[config.mk]
export PLATFORM = sky130hd
export DESIGN_NAME = ps2_kbd_rx
export DESIGN_NICKNAME = d
export VERILOG_FILES = /design/src/rtl/ps2_kbd_rx.sv
export SDC_FILE = /design/constraint.sdc
export NUM_CORES = 1
export LEC_CHECK = 0
export ABC_AREA = 1
export CAP_MARGIN = 10
export CORE_AREA = 2 2 187 189
export CTS_BUF_LIST = sky130_fd_sc_hd__clkbuf_4 sky130_fd_sc_hd__clkbuf_8
export CTS_CLUSTER_DIAMETER = 30
export DETAILED_ROUTE_END_ITERATION = 12
export DIE_AREA = 0 0 189 191
export GPL_TIMING_DRIVEN = 1
export PLACE_DENSITY = 0.46
export SLEW_MARGIN = 15
export SYNTH_ARGS = -nofsm -noshare
export SYNTH_HDL_FRONTEND = slang
export SYNTH_SLANG_ARGS = --single-unit
[constraint.sdc]
create_clock -name clk -period 2.7 [get_ports clk]
set_clock_uncertainty 0.2 [all_clocks]
set_input_delay 0.675 -clock clk [delete_from_list [all_inputs] [get_ports clk]]
set_output_delay 0.675 -clock clk [all_outputs]
set_load 0.02 [all_outputs]
[src/rtl/ps2_kbd_rx.sv]
// ps2_kbd_rx -- PS/2 keyboard receiver with scan-code decoding and an event FIFO.
//
// This block synchronises and de-glitches the raw PS/2 clock. It receives
// 11-bit frames on the falling edges of the filtered clock: start, 8 data
// bits LSB first, odd parity, stop. It folds the 0xE0/0xF0 prefixes into a
// single event {keyup, extend, code}. It can drop an event that repeats the
// previous one. It queues events in a first-word fall-through FIFO.
//
// Ports
//   clk, rst     system clock; asynchronous active-high reset
//   ps2_clk      raw PS/2 clock (asynchronous)
//   ps2_data     raw PS/2 data (asynchronous)
//   rd_en        pop the head entry (ignored while empty)
//   clr_err      clear overflow / parity_err / frame_err
//   keyup        head entry break flag
//   extend       head entry E0 flag
//   scancode     head entry code
//   valid        FIFO not empty
//   level        number of stored entries (0 .. 2^FIFO_AW)
//   overflow     sticky: an event was dropped because the FIFO was full
//   parity_err   sticky: a frame failed its parity check
//   frame_err    sticky: a bad stop bit or an inter-edge timeout occurred
module ps2_kbd_rx #(
  parameter int FIFO_AW  = 4,
  parameter int FILT_LEN = 4,
  parameter int TIMEOUT  = 50000,
  parameter int DEDUP    = 1
) (
  input  logic               clk,
  input  logic               rst,
  input  logic               ps2_clk,
  input  logic               ps2_data,
  input  logic               rd_en,
  input  logic               clr_err,
  output logic               keyup,
  output logic               extend,
  output logic [7:0]         scancode,
  output logic               valid,
  output logic [FIFO_AW:0]   level,
  output logic               overflow,
  output logic               parity_err,
  output logic               frame_err
);

  localparam int DEPTH = 1 << FIFO_AW;
  localparam int FCW   = $clog2(FILT_LEN + 1);
  localparam int TCW   = $clog2(TIMEOUT + 1);
  localparam logic [FIFO_AW:0] FULL_LVL = (FIFO_AW + 1)'(DEPTH);

  localparam logic [1:0] ST_IDLE  = 2'd0;
  localparam logic [1:0] ST_SHIFT = 2'd1;
  localparam logic [1:0] ST_STOP  = 2'd2;

  // Control state (asynchronously reset)
  logic               clk_s1_q, clk_s1_d, clk_s2_q, clk_s2_d;
  logic               dat_s1_q, dat_s1_d, dat_s2_q, dat_s2_d;
  logic               filt_clk_q, filt_clk_d;
  logic [FCW-1:0]     filt_cnt_q, filt_cnt_d;
  logic [1:0]         state_q, state_d;
  logic [3:0]         bit_cnt_q, bit_cnt_d;
  logic [TCW-1:0]     to_cnt_q, to_cnt_d;
  logic               resync_q, resync_d;
  logic               pend_up_q, pend_up_d, pend_ext_q, pend_ext_d;
  logic [9:0]         last_evt_q, last_evt_d;
  logic               push_q, push_d;
  logic [FIFO_AW-1:0] wr_ptr_q, wr_ptr_d, rd_ptr_q, rd_ptr_d;
  logic [FIFO_AW:0]   level_q, level_d;
  logic               ovf_q, ovf_d, perr_q, perr_d, ferr_q, ferr_d;

  // Datapath state (no reset needed)
  logic [8:0]         sr_q, sr_d;
  logic [9:0]         evt_q, evt_d;
  logic [9:0]         mem_q [DEPTH];

  logic               samp, to_hit, set_perr, set_ferr;
  logic               pop, full, wr_en, ovf_set;
  logic [9:0]         cand;

  always_comb begin
    // Two-flop synchronisers
    clk_s1_d = ps2_clk;
    clk_s2_d = clk_s1_q;
    dat_s1_d = ps2_data;
    dat_s2_d = dat_s1_q;

    // Glitch filter: the filtered clock follows only after FILT_LEN
    // consecutive disagreeing samples. A 1->0 flip is a sample event.
    filt_clk_d = filt_clk_q;
    filt_cnt_d = '0;
    samp       = 1'b0;
    if (clk_s2_q != filt_clk_q) begin
      if (filt_cnt_q == FCW'(FILT_LEN - 1)) begin
        filt_clk_d = clk_s2_q;
        samp       = filt_clk_q;
      end else begin
        filt_cnt_d = filt_cnt_q + FCW'(1);
      end
    end

    // Frame receiver
    state_d    = state_q;
    bit_cnt_d  = bit_cnt_q;
    to_cnt_d   = '0;
    resync_d   = resync_q;
    pend_up_d  = pend_up_q;
    pend_ext_d = pend_ext_q;
    last_evt_d = last_evt_q;
    push_d     = 1'b0;
    evt_d      = evt_q;
    sr_d       = sr_q;
    set_perr   = 1'b0;
    set_ferr   = 1'b0;
    cand       = {pend_up_q, pend_ext_q, sr_q[7:0]};
    to_hit     = (to_cnt_q == TCW'(TIMEOUT - 1));

    case (state_q)
      ST_IDLE: begin
        // After reset the line may be mid-frame. Start bits are only
        // trusted once the clock has been quiet for a full timeout.
        if (resync_q) begin
          if (samp)        to_cnt_d = '0;
          else if (to_hit) resync_d = 1'b0;
          else             to_cnt_d = to_cnt_q + TCW'(1);
        end else if (samp && !dat_s2_q) begin
          state_d   = ST_SHIFT;
          bit_cnt_d = 4'd0;
        end
      end
      ST_SHIFT, ST_STOP: begin
        if (samp) begin
          if (state_q == ST_SHIFT) begin
            sr_d = {dat_s2_q, sr_q[8:1]};
            if (bit_cnt_q == 4'd8) state_d = ST_STOP;
            else                   bit_cnt_d = bit_cnt_q + 4'd1;
          end else begin
            state_d = ST_IDLE;
            if (!dat_s2_q) begin
              set_ferr   = 1'b1;
              pend_up_d  = 1'b0;
              pend_ext_d = 1'b0;
            end else if (!(^sr_q)) begin
              // Odd parity: data plus parity must hold an odd number of ones
              set_perr   = 1'b1;
              pend_up_d  = 1'b0;
              pend_ext_d = 1'b0;
            end else if (sr_q[7:0] == 8'hF0) begin
              pend_up_d  = 1'b1;
            end else if (sr_q[7:0] == 8'hE0) begin
              pend_ext_d = 1'b1;
            end else begin
              pend_up_d  = 1'b0;
              pend_ext_d = 1'b0;
              last_evt_d = cand;
              if (!(DEDUP != 0 && cand == last_evt_q)) begin
                push_d = 1'b1;
                evt_d  = cand;
              end
            end
          end
        end else if (to_hit) begin
          state_d    = ST_IDLE;
          bit_cnt_d  = 4'd0;
          set_ferr   = 1'b1;
          pend_up_d  = 1'b0;
          pend_ext_d = 1'b0;
        end else begin
          to_cnt_d = to_cnt_q + TCW'(1);
        end
      end
      default: state_d = ST_IDLE;
    endcase

    // FIFO: a push into a full FIFO only succeeds when a pop frees the slot
    pop      = rd_en && (level_q != '0);
    full     = (level_q == FULL_LVL);
    wr_en    = push_q && (!full || pop);
    ovf_set  = push_q && full && !pop;
    wr_ptr_d = wr_en ? wr_ptr_q + FIFO_AW'(1) : wr_ptr_q;
    rd_ptr_d = pop   ? rd_ptr_q + FIFO_AW'(1) : rd_ptr_q;
    level_d  = level_q + (FIFO_AW + 1)'(wr_en) - (FIFO_AW + 1)'(pop);

    // Sticky flags: a new error wins over a simultaneous clear
    ovf_d  = (clr_err ? 1'b0 : ovf_q)  | ovf_set;
    perr_d = (clr_err ? 1'b0 : perr_q) | set_perr;
    ferr_d = (clr_err ? 1'b0 : ferr_q) | set_ferr;
  end

  always_ff @(posedge clk or posedge rst) begin
    if (rst) begin
      clk_s1_q   <= 1'b1;
      clk_s2_q   <= 1'b1;
      dat_s1_q   <= 1'b1;
      dat_s2_q   <= 1'b1;
      filt_clk_q <= 1'b1;
      filt_cnt_q <= '0;
      state_q    <= ST_IDLE;
      bit_cnt_q  <= 4'd0;
      to_cnt_q   <= '0;
      resync_q   <= 1'b1;
      pend_up_q  <= 1'b0;
      pend_ext_q <= 1'b0;
      last_evt_q <= 10'h000;
      push_q     <= 1'b0;
      wr_ptr_q   <= '0;
      rd_ptr_q   <= '0;
      level_q    <= '0;
      ovf_q      <= 1'b0;
      perr_q     <= 1'b0;
      ferr_q     <= 1'b0;
    end else begin
      clk_s1_q   <= clk_s1_d;
      clk_s2_q   <= clk_s2_d;
      dat_s1_q   <= dat_s1_d;
      dat_s2_q   <= dat_s2_d;
      filt_clk_q <= filt_clk_d;
      filt_cnt_q <= filt_cnt_d;
      state_q    <= state_d;
      bit_cnt_q  <= bit_cnt_d;
      to_cnt_q   <= to_cnt_d;
      resync_q   <= resync_d;
      pend_up_q  <= pend_up_d;
      pend_ext_q <= pend_ext_d;
      last_evt_q <= last_evt_d;
      push_q     <= push_d;
      wr_ptr_q   <= wr_ptr_d;
      rd_ptr_q   <= rd_ptr_d;
      level_q    <= level_d;
      ovf_q      <= ovf_d;
      perr_q     <= perr_d;
      ferr_q     <= ferr_d;
    end
  end

  always_ff @(posedge clk) begin
    sr_q  <= sr_d;
    evt_q <= evt_d;
    if (wr_en) mem_q[wr_ptr_q] <= evt_q;
  end

  assign {keyup, extend, scancode} = mem_q[rd_ptr_q];
  assign valid      = (level_q != '0);
  assign level      = level_q;
  assign overflow   = ovf_q;
  assign parity_err = perr_q;
  assign frame_err  = ferr_q;

endmodule

==> impl_metrics.csv, run 1 <==
group,metric,value,unit
synth,synth_top_family_by_area,"simple AND/OR/NAND/NOR gates",
synth,synthXorXnorAreaFrac,0.02507,
clocking,worstSkewPairLatency,610,ps
floorplanning,top_level_ports,25,
setup_path,path_cells,"buf_4, buf_12, buf_12, o21ai_0, o221ai_1, nand3_1, nand2_2, buf_6",
setup_path,reg2reg_depth,13,
sta,fin_ws,-303.6,ps
power_and_ir_drop,irDropWorstVdd,0.5958,mV
drt,wl_per_cell,15.93,microns
floorplanning,rows,68,
setup_path,crit_top_cell,"buf_12",
worst_hold_path,min_path_cells,0,
sta,tightestPinTransition,697.6,ps
setup_path,crit_fanout,20,
floorplanning,coreArea,34120,sq um
synth,synth-simple-area-share,0.1270,
drt,drc,0,
sta,fin_crit_sh,1.112,
setup_path,cp.buffers_inverters,4,
sta,max_slew_margin,0.5350,
synth,synth_cell_type_count,40,
final_layout,multiInputGateArea,2968,sq um
setup_path,worstPathRequired,1820,ps
clocking,tritoncts,"done",
synth,synth_edf_count,179,
worst_hold_path,hold_path_class,"register to register",
global_routing,grt_pass1_vias,7199,
worst_hold_path,hold_path.startpoint,"dat_s1_q",
final_layout,final-seq-area,6888,sq um
global_routing,antenna_found_initial,0,
final_layout,nets,1018,
power_and_ir_drop,p_per_area,1016,nW/um^2
synth,avgSynthCellArea,11.77,sq um
drt,wl,23.75,mm
global_routing,grt_pass1_wl,38.68,mm
outcome,status,"finished with violations",
synth,yosysSeqAreaShare,0.6795,
sta,rsz0062_at_grt,"yes",
place,dpl.hpwl,15.12,mm
sta,timing.final.hold_violations,0,
setup_path,r2r_end,"level[2]",
floorplanning,die_x,189,microns
place,pre_cts_slack,-296.1,ps
setup_path,path_delay_family,"buffers and inverters",
clocking,cts_buffer_depth,3,
synth,syn_area,10130,sq um
outcome,violations,"negative setup slack",
setup_path,cp.arrival,2130,ps
synth,synth_adder_area_share,0.03038,
final_layout,fillerInstances,3323,
global_routing,grt_overflow_total,0,
drt,drt_iter0_drc,351,
clocking,cts-root-buf,"clkbuf_8",
setup_path,startpoint_type,"register",
final_layout,area_growth,30.27,%
drt,antenna_left,0,
synth,synth-compound-area-share,0.09670,
synth,async_flop_share,0.2510,
synth,synth_fp_nets,891,
synth,synth_seq_cells,239,
sta,setup-tns-final,-2675,ps
clocking,cts_hold_buf,0,
place,place_inst,1374,
synth,synthFlopType,"edfxtp_1",
sta,fmax,0.3329,GHz
global_routing,grt_max_degree,61,
setup_path,slowest_delay,460,ps
setup_path,timing_worst_setup_path_type,"register to output port",
place,io_buffers,24,
drt,route.vias.total,6766,
setup_path,critPathSlowestCell,"dfrtp_2",
floorplanning,initial_core_util,0.2969,
power_and_ir_drop,p_leak,4.939,nW
floorplanning,die_area,36100,sq um
clocking,cts.sinks,239,
global_routing,grt_usage,0.1370,
synth,ys_warn_count,0,
flow_run,drv_cap,0,
final_layout,drive_gt1_frac,0.2326,
final_layout,antenna_cells,0,
sta,timing.final.crit_period,3004,ps
sta,setup_violations,10,
synth,synthMuxAreaShare,0,
drt,first_pass_iters,4,
worst_hold_path,whs_endpoint,"dat_s2_q",
drt,avgViaCountPerCell,4.538,
setup_path,crit_path_end_kind,"output port",
synth,netlist_instances,861,
final_layout,final_util,0.3868,
floorplanning,die_h,191,microns
clocking,htreeDepth,2,
clocking,cts_inserted_buffers,57,
setup_path,reg2reg_from,"level[3]",
place,place_congestion,0.7322,
sta,maxSlewViolCount,0,
final_layout,fin_cells,1491,
setup_path,reg2reg_slack,100,ps
clocking,clk_pin_slew,50,ps
layout by cell type (no fill, tap or decap), types with 28 or more instances in the layout:
cell type / Yosys / final
buf_4: 0 / 55
clkbuf_8: 0 / 58
dfrtp_1: 54 / 51
edfxtp_1: 179 / 179
inv_1: 69 / 63
nand2_1: 93 / 88
nand3_1: 36 / 35
nor2_1: 135 / 133
o21ai_0: 86 / 55
o21ai_1: 9 / 37
o221ai_1: 34 / 28
how the worst max path moves through the flow:
| stage | cells past startpoint | from | to |
|---|---|---|---|
| 6_report | 8 | rd_ptr_q[0] | scancode[6] |
| 4_1_cts | 8 | rd_ptr_q[0] | keyup |
| 2_1_floorplan | 14 | level[2] | level[4] |
| 3_3_place_gp | 12 | rd_en | level[4] |
| 5_1_grt | 8 | rd_ptr_q[0] | scancode[7] |
| 3_5_place_dp | 12 | rd_en | level[4] |
cell type report:
| cell class | count | area share |
|---|---|---|
| inverter | 73 | 0.02114 |
| tap | 455 | 0.04314 |
| clock inverter | 41 | 0.03773 |
| multi-input combinational | 515 | 0.2249 |
| timing repair buffer | 102 | 0.08618 |
| sequential | 239 | 0.5219 |
| clock buffer | 66 | 0.06504 |
stage by stage:
stage | area, sq um | power [mW] | hold WS [ps]
6_report | 13200 | 13.41 | 151.7
4_1_cts | 13080 | 13.49 | 151.6
3_5_place_dp | 11520 | 8.012 | 147.0
3_3_place_gp | 11520 | 8.000 | 145.5
5_1_grt | 13200 | 14.20 | 160.7
2_1_floorplan | 10150 | 6.411 | 145.2
layer usage:
metal  GRT usage  up-vias  wire (microns)
li1            -     3328               -
met5           0        -               0
met3     0.03121       56            1189
met1      0.1711     3249           10490
met2      0.2325      133           11470
met4     0.04988        0             605
sequential cells by signal (all words and copies together), names as in the netlist, 2 cells and up:
register,count
mem_q,160
to_cnt_q,16
evt_q,10
last_evt_q,10
sr_q,9
level,5
bit_cnt_q,4
rd_ptr_q,4
wr_ptr_q,4
filt_cnt_q,3
state_q,2
synthesized netlist by cell type, types with 2 or more instances:
master,instances,area share
ha_1,23,0.028
a21oi_1,10,0.0049
dfstp_2,6,0.016
inv_1,69,0.026
nand4_1,15,0.0093
buf_2,8,0.0040
nor2_4,2,0.0022
o21ai_1,9,0.0044
o21ai_2,2,0.0017
o221ai_1,34,0.029
xor2_1,15,0.013
o21a_1,2,0.0015
o22ai_1,7,0.0043
xnor2_1,14,0.012
nor2_1,135,0.050
inv_2,3,0.0011
dfrtp_1,54,0.13
nand3_2,2,0.0020
o211ai_1,6,0.0044
a31oi_1,2,0.0012
nand3_1,36,0.018
buf_1,3,0.0011
nor3_1,9,0.0044
nand2_1,93,0.034
o21ai_0,86,0.042
nor3b_1,3,0.0022
clkbuf_1,22,0.0082
edfxtp_1,179,0.53
timing repair:
action | 4_1_cts | 5_1_grt
setup buffers | 5 | 3
cloned | 2 | 0
gates resized for setup | 109 | 30
pin swaps | 25 | 21
setup endpoints to repair | 11 | 12
cell families (layout without fill, tap and decap cells):
logic type | Yosys count | after routing
compound gates | 161 | 161
fa+ha+maj | 24 | 24
buf+inv | 107 | 282
xor+xnor | 29 | 29
simple gates | 301 | 301
flops | 239 | 239
report_power, final:
| group | leakage, nW | switching, mW | total (mW) | internal, mW |
|---|---|---|---|---|
| Combinational | 1.94 | 2.39 | 4.25 | 1.86 |
| Sequential | 2.32 | 0.149 | 4.23 | 4.09 |
| Clock | 0.686 | 1.81 | 4.93 | 3.12 |
Note: power is estimated with default switching activity, not from simulation.
==> inputs of run 2 (changes only) <==
--- a/config.mk
+++ b/config.mk
@@ -13,7 +13,7 @@
 export DETAILED_ROUTE_END_ITERATION = 12
 export DIE_AREA = 0 0 189 191
 export GPL_TIMING_DRIVEN = 1
-export PLACE_DENSITY = 0.46
+export PLACE_DENSITY = 0.44
 export SLEW_MARGIN = 15
 export SYNTH_ARGS = -nofsm -noshare
 export SYNTH_HDL_FRONTEND = slang
==> constraint.sdc (replaced) <==
create_clock -name clk -period 3.22 [get_ports clk]
set_clock_uncertainty 0.2 [all_clocks]
set_input_delay 0.805 -clock clk [delete_from_list [all_inputs] [get_ports clk]]
set_output_delay 0.805 -clock clk [all_outputs]
set_load 0.02 [all_outputs]
==> run 2 against run 1 <==
The run now ends clean. Global-route usage grew 0.11 points. Clock-buffer cell count up 7. First-iteration DRC count down 2.3%. Via count shrank 0.81%. Non-clock buffer count down 35. Sequential power is 16% lower. Largest cell class unchanged.
==> impl_metrics.csv, run 2 (synthesis gave the netlist of run 1 again) <==
group,metric,value,unit
setup_path,cp.buffers_inverters,3,
setup_path,crit_top_cell,"buf_4",
place,place_inst,1341,
setup_path,worstPathRequired,2210,ps
outcome,status,"finished clean",
final_layout,drive_gt1_frac,0.1772,
setup_path,startpoint_type,"register",
drt,wl,24.15,mm
clocking,tritoncts,"done",
sta,max_slew_margin,0.5518,
setup_path,critPathSlowestCell,"dfrtp_2",
power_and_ir_drop,p_leak,4.682,nW
final_layout,layout_commonest_cell,"edfxtp_1",
floorplanning,coreArea,34120,sq um
power_and_ir_drop,irDropWorstVdd,0.3965,mV
setup_path,cp.arrival,2140,ps
global_routing,grt_pass1_vias,6956,
global_routing,antenna_found_initial,0,
clocking,clk_pin_slew,50,ps
final_layout,area_growth,24.19,%
place,io_buffers,24,
sta,maxSlewViolCount,0,
setup_path,timing_worst_setup_path_type,"register to output port",
clocking,cts-root-buf,"clkbuf_8",
floorplanning,die_area,36100,sq um
floorplanning,die_x,189,microns
sta,timing.final.crit_period,3142,ps
final_layout,fin_cells,1454,
global_routing,grt_max_degree,61,
place,dpl.hpwl,14.53,mm
global_routing,grt_overflow_total,0,
final_layout,top_regs,"mem_q: 160 flops, to_cnt_q: 16 flops",
final_layout,layout_common_cells,"179 x edfxtp_1, 134 x nor2_1, 92 x nand2_1, 83 x o21ai_0, 67 x inv_1",
global_routing,grt_usage,0.1381,
sta,fmax,0.3182,GHz
clocking,cts_hold_buf,0,
worst_hold_path,hold_path_class,"register to register",
final_layout,antenna_cells,0,
drt,first_pass_iters,4,
drt,avgViaCountPerCell,4.616,
clocking,cts.sinks,239,
drt,drc,0,
place,place_congestion,0.7333,
setup_path,slowest_delay,420,ps
clocking,cts_inserted_buffers,58,
floorplanning,initial_core_util,0.2969,
clocking,cts_buffer_depth,3,
drt,drt_iter0_drc,343,
final_layout,top_register,"mem_q",
drt,antenna_left,0,
setup_path,crit_fanout,25,
sta,timing.final.hold_violations,0,
sta,setup_violations,0,
setup_path,path_cells,"buf_4, buf_16, o21ai_2, o22ai_2, o211ai_1, nand2_1, buf_4",
setup_path,path_delay_family,"buffers and inverters",
drt,route.vias.total,6711,
setup_path,crit_path_end_kind,"output port",
clocking,htreeDepth,2,
sta,fin_crit_sh,0.9758,
final_layout,fillerInstances,3417,
final_layout,largest_reg_flops,160,
final_layout,final_util,0.3688,
clocking,worstSkewPairLatency,610,ps
floorplanning,die_h,191,microns
sta,tightestPinTransition,670.4,ps
drt,wl_per_cell,16.61,microns
sta,rsz0062_at_grt,"yes",
global_routing,grt_pass1_wl,38.76,mm
final_layout,nets,984,
floorplanning,top_level_ports,25,
floorplanning,rows,68,
power_and_ir_drop,p_per_area,836.7,nW/um^2
flow_run,drv_cap,0,
-- run 2: cell count changes in the layout (fill, tap and decap cells not counted), moves of 5 or more --
cell       previous run  this run
buf_12               20         9
o21ai_0              55        83
o21ai_1              37        11
buf_4                55        37
buf_6                12         0
bufinv_16            10         5
-- run 2: worst reg2reg max path, cell delays in order (launching register included) --
cell and delay, ps:
dfrtp_1 420, inv_1 90, ha_1 130, nor3b_2 230, nand2_1 110, nand2_1 140, inv_1 80, ha_1 270
inv_1 40, ha_1 190, fa_1 400, a21oi_1 160, nor2_1 50, nor2_1 110, xor2_1 160
-- run 2: worst paths after layout --
| path | to | start | cells past startpoint | slack [ps] |
|---|---|---|---|---|
| min in group asynchronous | wr_ptr_q[3] | rst | 3 | 420 |
| setup / recovery | scancode[7] | rd_ptr_q[0] | 7 | 80 |
| hold / removal | dat_s2_q | dat_s1_q | 0 | 150 |
| max in group asynchronous | dat_s2_q | rst | 3 | 2070 |
| hold reg to reg | dat_s2_q | dat_s1_q | 0 | 150 |
| setup reg to reg | level[4] | level[3] | 14 | 360 |
-- run 2: repair_timing --
action,CTS,global route
setup buffers,2,1
pin swaps,9,17
gates cloned,4,1
resized for setup,56,15
setup endpoints to repair,11,10
-- run 2: area by class of cell --
class                   instances  area (sq um)  share of cell area
clock buffers                  73         929.6             0.07389
clock inverters                32         300.3             0.02387
inverters                      73         290.3             0.02307
multi-input cells             515          2860              0.2273
flip-flops and latches        239          6885              0.5472
well taps                     455         569.3             0.04525
repair buffers                 67         747.0             0.05937
-- run 2: through the flow --
stage	cell area (sq um)	power, mW	setup TNS, ps	hold WS, ps	setup WS [ps]
floorplan	10130	5.355	0	145.2	259.6
CTS	12520	10.58	-30.82	153.9	-30.82
detailed placement	11150	6.546	0	147.3	102.5
finish	12580	10.53	0	152.3	77.80
global route	12580	11.13	-72.72	156.3	-17.99
global placement	11150	6.535	0	145.7	92.44
-- run 2: where the power goes --
group | switching [mW] | internal (mW)
Sequential | 0.120 | 3.43
Clock | 1.45 | 2.30
Combinational | 1.94 | 1.29
-- run 2: routing by layer --
metal  GRT usage  routed length, microns  vias up
li1            -                       -     3246
met4     0.05499                     685        0
met3     0.03011                    1063       50
met2      0.2292                   11490      125
met1      0.1756                   10910     3290
met5           0                       0        -
==> inputs of run 3 (changes only) <==
--- a/config.mk
+++ b/config.mk
@@ -7,13 +7,13 @@
 export LEC_CHECK = 0
 export ABC_AREA = 1
 export CAP_MARGIN = 10
-export CORE_AREA = 2 2 187 189
+export CORE_AREA = 2 2 129 131
 export CTS_BUF_LIST = sky130_fd_sc_hd__clkbuf_4 sky130_fd_sc_hd__clkbuf_8
 export CTS_CLUSTER_DIAMETER = 30
 export DETAILED_ROUTE_END_ITERATION = 12
-export DIE_AREA = 0 0 189 191
+export DIE_AREA = 0 0 131 133
 export GPL_TIMING_DRIVEN = 1
-export PLACE_DENSITY = 0.44
+export PLACE_DENSITY = 0.81
 export SLEW_MARGIN = 15
 export SYNTH_ARGS = -nofsm -noshare
 export SYNTH_HDL_FRONTEND = slang
==> run 3 against run 2 <==
Combinational power shrank 11%. Largest cell class unchanged. Clock-buffer cell count decreased by 16. Sequential power hardly changed. Design area fell by 6.3%. Register-to-register slack gained 20 ps. Sequential share of layout area increased by 3.7 points. Clock power shrank 24%. Wire length decreased by 8.9%. Critical path type unchanged. Worst setup slack about the same. Die area is 52% lower. Via count rose by 1.6%.
==> impl_metrics.csv, run 3 (synthesis gave the netlist of run 1 again) <==
group,metric,value,unit
outcome,status,"finished clean",
place,io_buffers,24,
place,dpl-instance-area,10840,sq um
clocking,cts_buffer_depth,3,
drt,route.met3.wl,1.349,mm
worst_hold_path,hold_path_class,"register to register",
drt,antenna_left,0,
clocking,tritoncts,"done",
drt,drt-met1-wl,8.524,mm
power_and_ir_drop,p_leak,4.455,nW
drt,drt_iter0_drc,567,
global_routing,grt_overflow_total,0,
floorplanning,die_x,131,microns
setup_path,timing_worst_setup_path_type,"register to output port",
sta,setup-tns-final,0,ps
final_layout,layout_commonest_cell,"edfxtp_1",
clocking,cts.sinks,239,
setup_path,crit_fanout,14,
final_layout,area_growth,16.36,%
clocking,worstSkewPairLatency,530,ps
sta,fin_crit_sh,0.9757,
final_layout,design_area,11790,sq um
global_routing,antenna_found_initial,0,
final_layout,nets,970,
floorplanning,die_h,133,microns
drt,dr_wl_met2,11.24,mm
sta,max_slew_margin,0.5153,
floorplanning,coreArea,16170,sq um
setup_path,cp.arrival,2140,ps
global_routing,grt_usage,0.2584,
sta,fmax,0.3183,GHz
final_layout,top_regs,"mem_q: 160 flops, to_cnt_q: 16 flops",
setup_path,startpoint_type,"register",
final_layout,fillerInstances,1024,
place,place_congestion,0.8483,
final_layout,top_register,"mem_q",
clocking,cts-root-buf,"clkbuf_8",
place,dpl.hpwl,13.25,mm
setup_path,crit_path_end_kind,"output port",
sta,timing.final.hold_violations,0,
clocking,htreeDepth,2,
drt,avgViaCountPerCell,5.718,
floorplanning,initial_core_util,0.6265,
power_and_ir_drop,irDropWorstVdd,0.5181,mV
setup_path,worstPathRequired,2210,ps
power_and_ir_drop,p_per_area,786.9,nW/um^2
flow_run,drv_cap,0,
drt,highest_layer,"met4",
drt,first_pass_iters,4,
floorplanning,die_area,17420,sq um
floorplanning,top_level_ports,25,
sta,timing.final.crit_period,3142,ps
drt,route.vias.total,6821,
power_and_ir_drop,total_power,9.277,mW
global_routing,grt_pass1_vias,6958,
final_layout,largest_reg_flops,160,
floorplanning,rows,47,
clocking,cts_inserted_buffers,42,
final_layout,layout_common_cells,"179 x edfxtp_1, 134 x nor2_1, 93 x nand2_1, 78 x o21ai_0, 68 x inv_1",
sta,rsz0062_at_grt,"yes",
final_layout,antenna_cells,0,
global_routing,grt_max_degree,36,
drt,wl,21.99,mm
drt,wl_per_cell,18.43,microns
clocking,clk_pin_slew,60,ps
drt,drc,0,
final_layout,drive_gt1_frac,0.1583,
sta,setup_violations,0,
global_routing,grt_pass1_wl,34.25,mm
sta,maxSlewViolCount,0,
sta,tightestPinTransition,726.0,ps
-- run 3: cell types whose count changed in the layout (fill, tap and decap cells not counted), sizes merged --
cell | before | now
clkbuf | 74 | 63
clkinv | 22 | 16
buf | 51 | 48
bufinv | 5 | 2
clkinvlp | 4 | 2
bufbuf | 1 | 0
clkdlybuf4s15 | 0 | 1
clkdlybuf4s50 | 13 | 14
dlygate4sd2 | 1 | 0
inv | 74 | 73
-- run 3: what timing repair did --
action | in CTS | in global routing
hold buffers | 0 | 0
resized for setup | 32 | 25
buffers inserted | 1 | 0
setup endpoints to repair | 10 | 11
gates cloned | 0 | 2
pin swaps | 1 | 4
-- run 3: area by class of cell --
type,instances,area [sq um],area share
well taps,220,275.3,0.02335
inverters,73,279.0,0.02367
clock buffers,57,715.7,0.06071
multi-input cells,515,2855,0.2422
clock inverters,20,163.9,0.01390
repair buffers,69,614.3,0.05211
flip-flops and latches,239,6885,0.5841
-- run 3: path summary, 6_finish.rpt --
kind,from,slack [ps],end,cells after the start
worst max-delay path,rd_ptr_q[0],80,scancode[7],7
worst min-delay path,clk_s1_q,160,clk_s2_q,0
worst max register to register,level[3],380,level[4],14
worst min register to register,clk_s1_q,160,clk_s2_q,0
max in group asynchronous,rst,1610,dat_s2_q,3
min in group asynchronous,rst,520,to_cnt_q[3],2
-- run 3: routing by layer --
metal / vias to the layer above / GRT usage
met4: 0 / 0.1129
met5: - / 0
li1: 3209 / -
met1: 3258 / 0.3151
met3: 75 / 0.04691
met2: 279 / 0.4479
-- run 3: per-stage QoR --
step                        util  instances  hold WS (ps)  setup slack (ps)
after floorplan                -        861         145.2             259.6
after global placement    0.6705       1113         145.9             140.2
after detailed placement  0.6705       1113         148.8             80.57
after CTS                 0.7266       1191         158.0             4.152
after global routing      0.7290       1193         158.8            -39.60
final                     0.7290       1193         156.7             78.09
-- run 3: critical path: stages, from the launching register on --
cell and delay (ps):
dfrtp_2 460, inv_6 120, buf_4 210, o21ai_0 130, o221ai_1 180, nand3_1 110
nand2_1 120, clkdlybuf4s15_2 270
-- run 3: power breakdown --
part           switching (mW)  internal, mW
Combinational            1.84          1.05
Sequential              0.118          3.42
Clock                    1.23          1.62
Total                    3.18          6.09
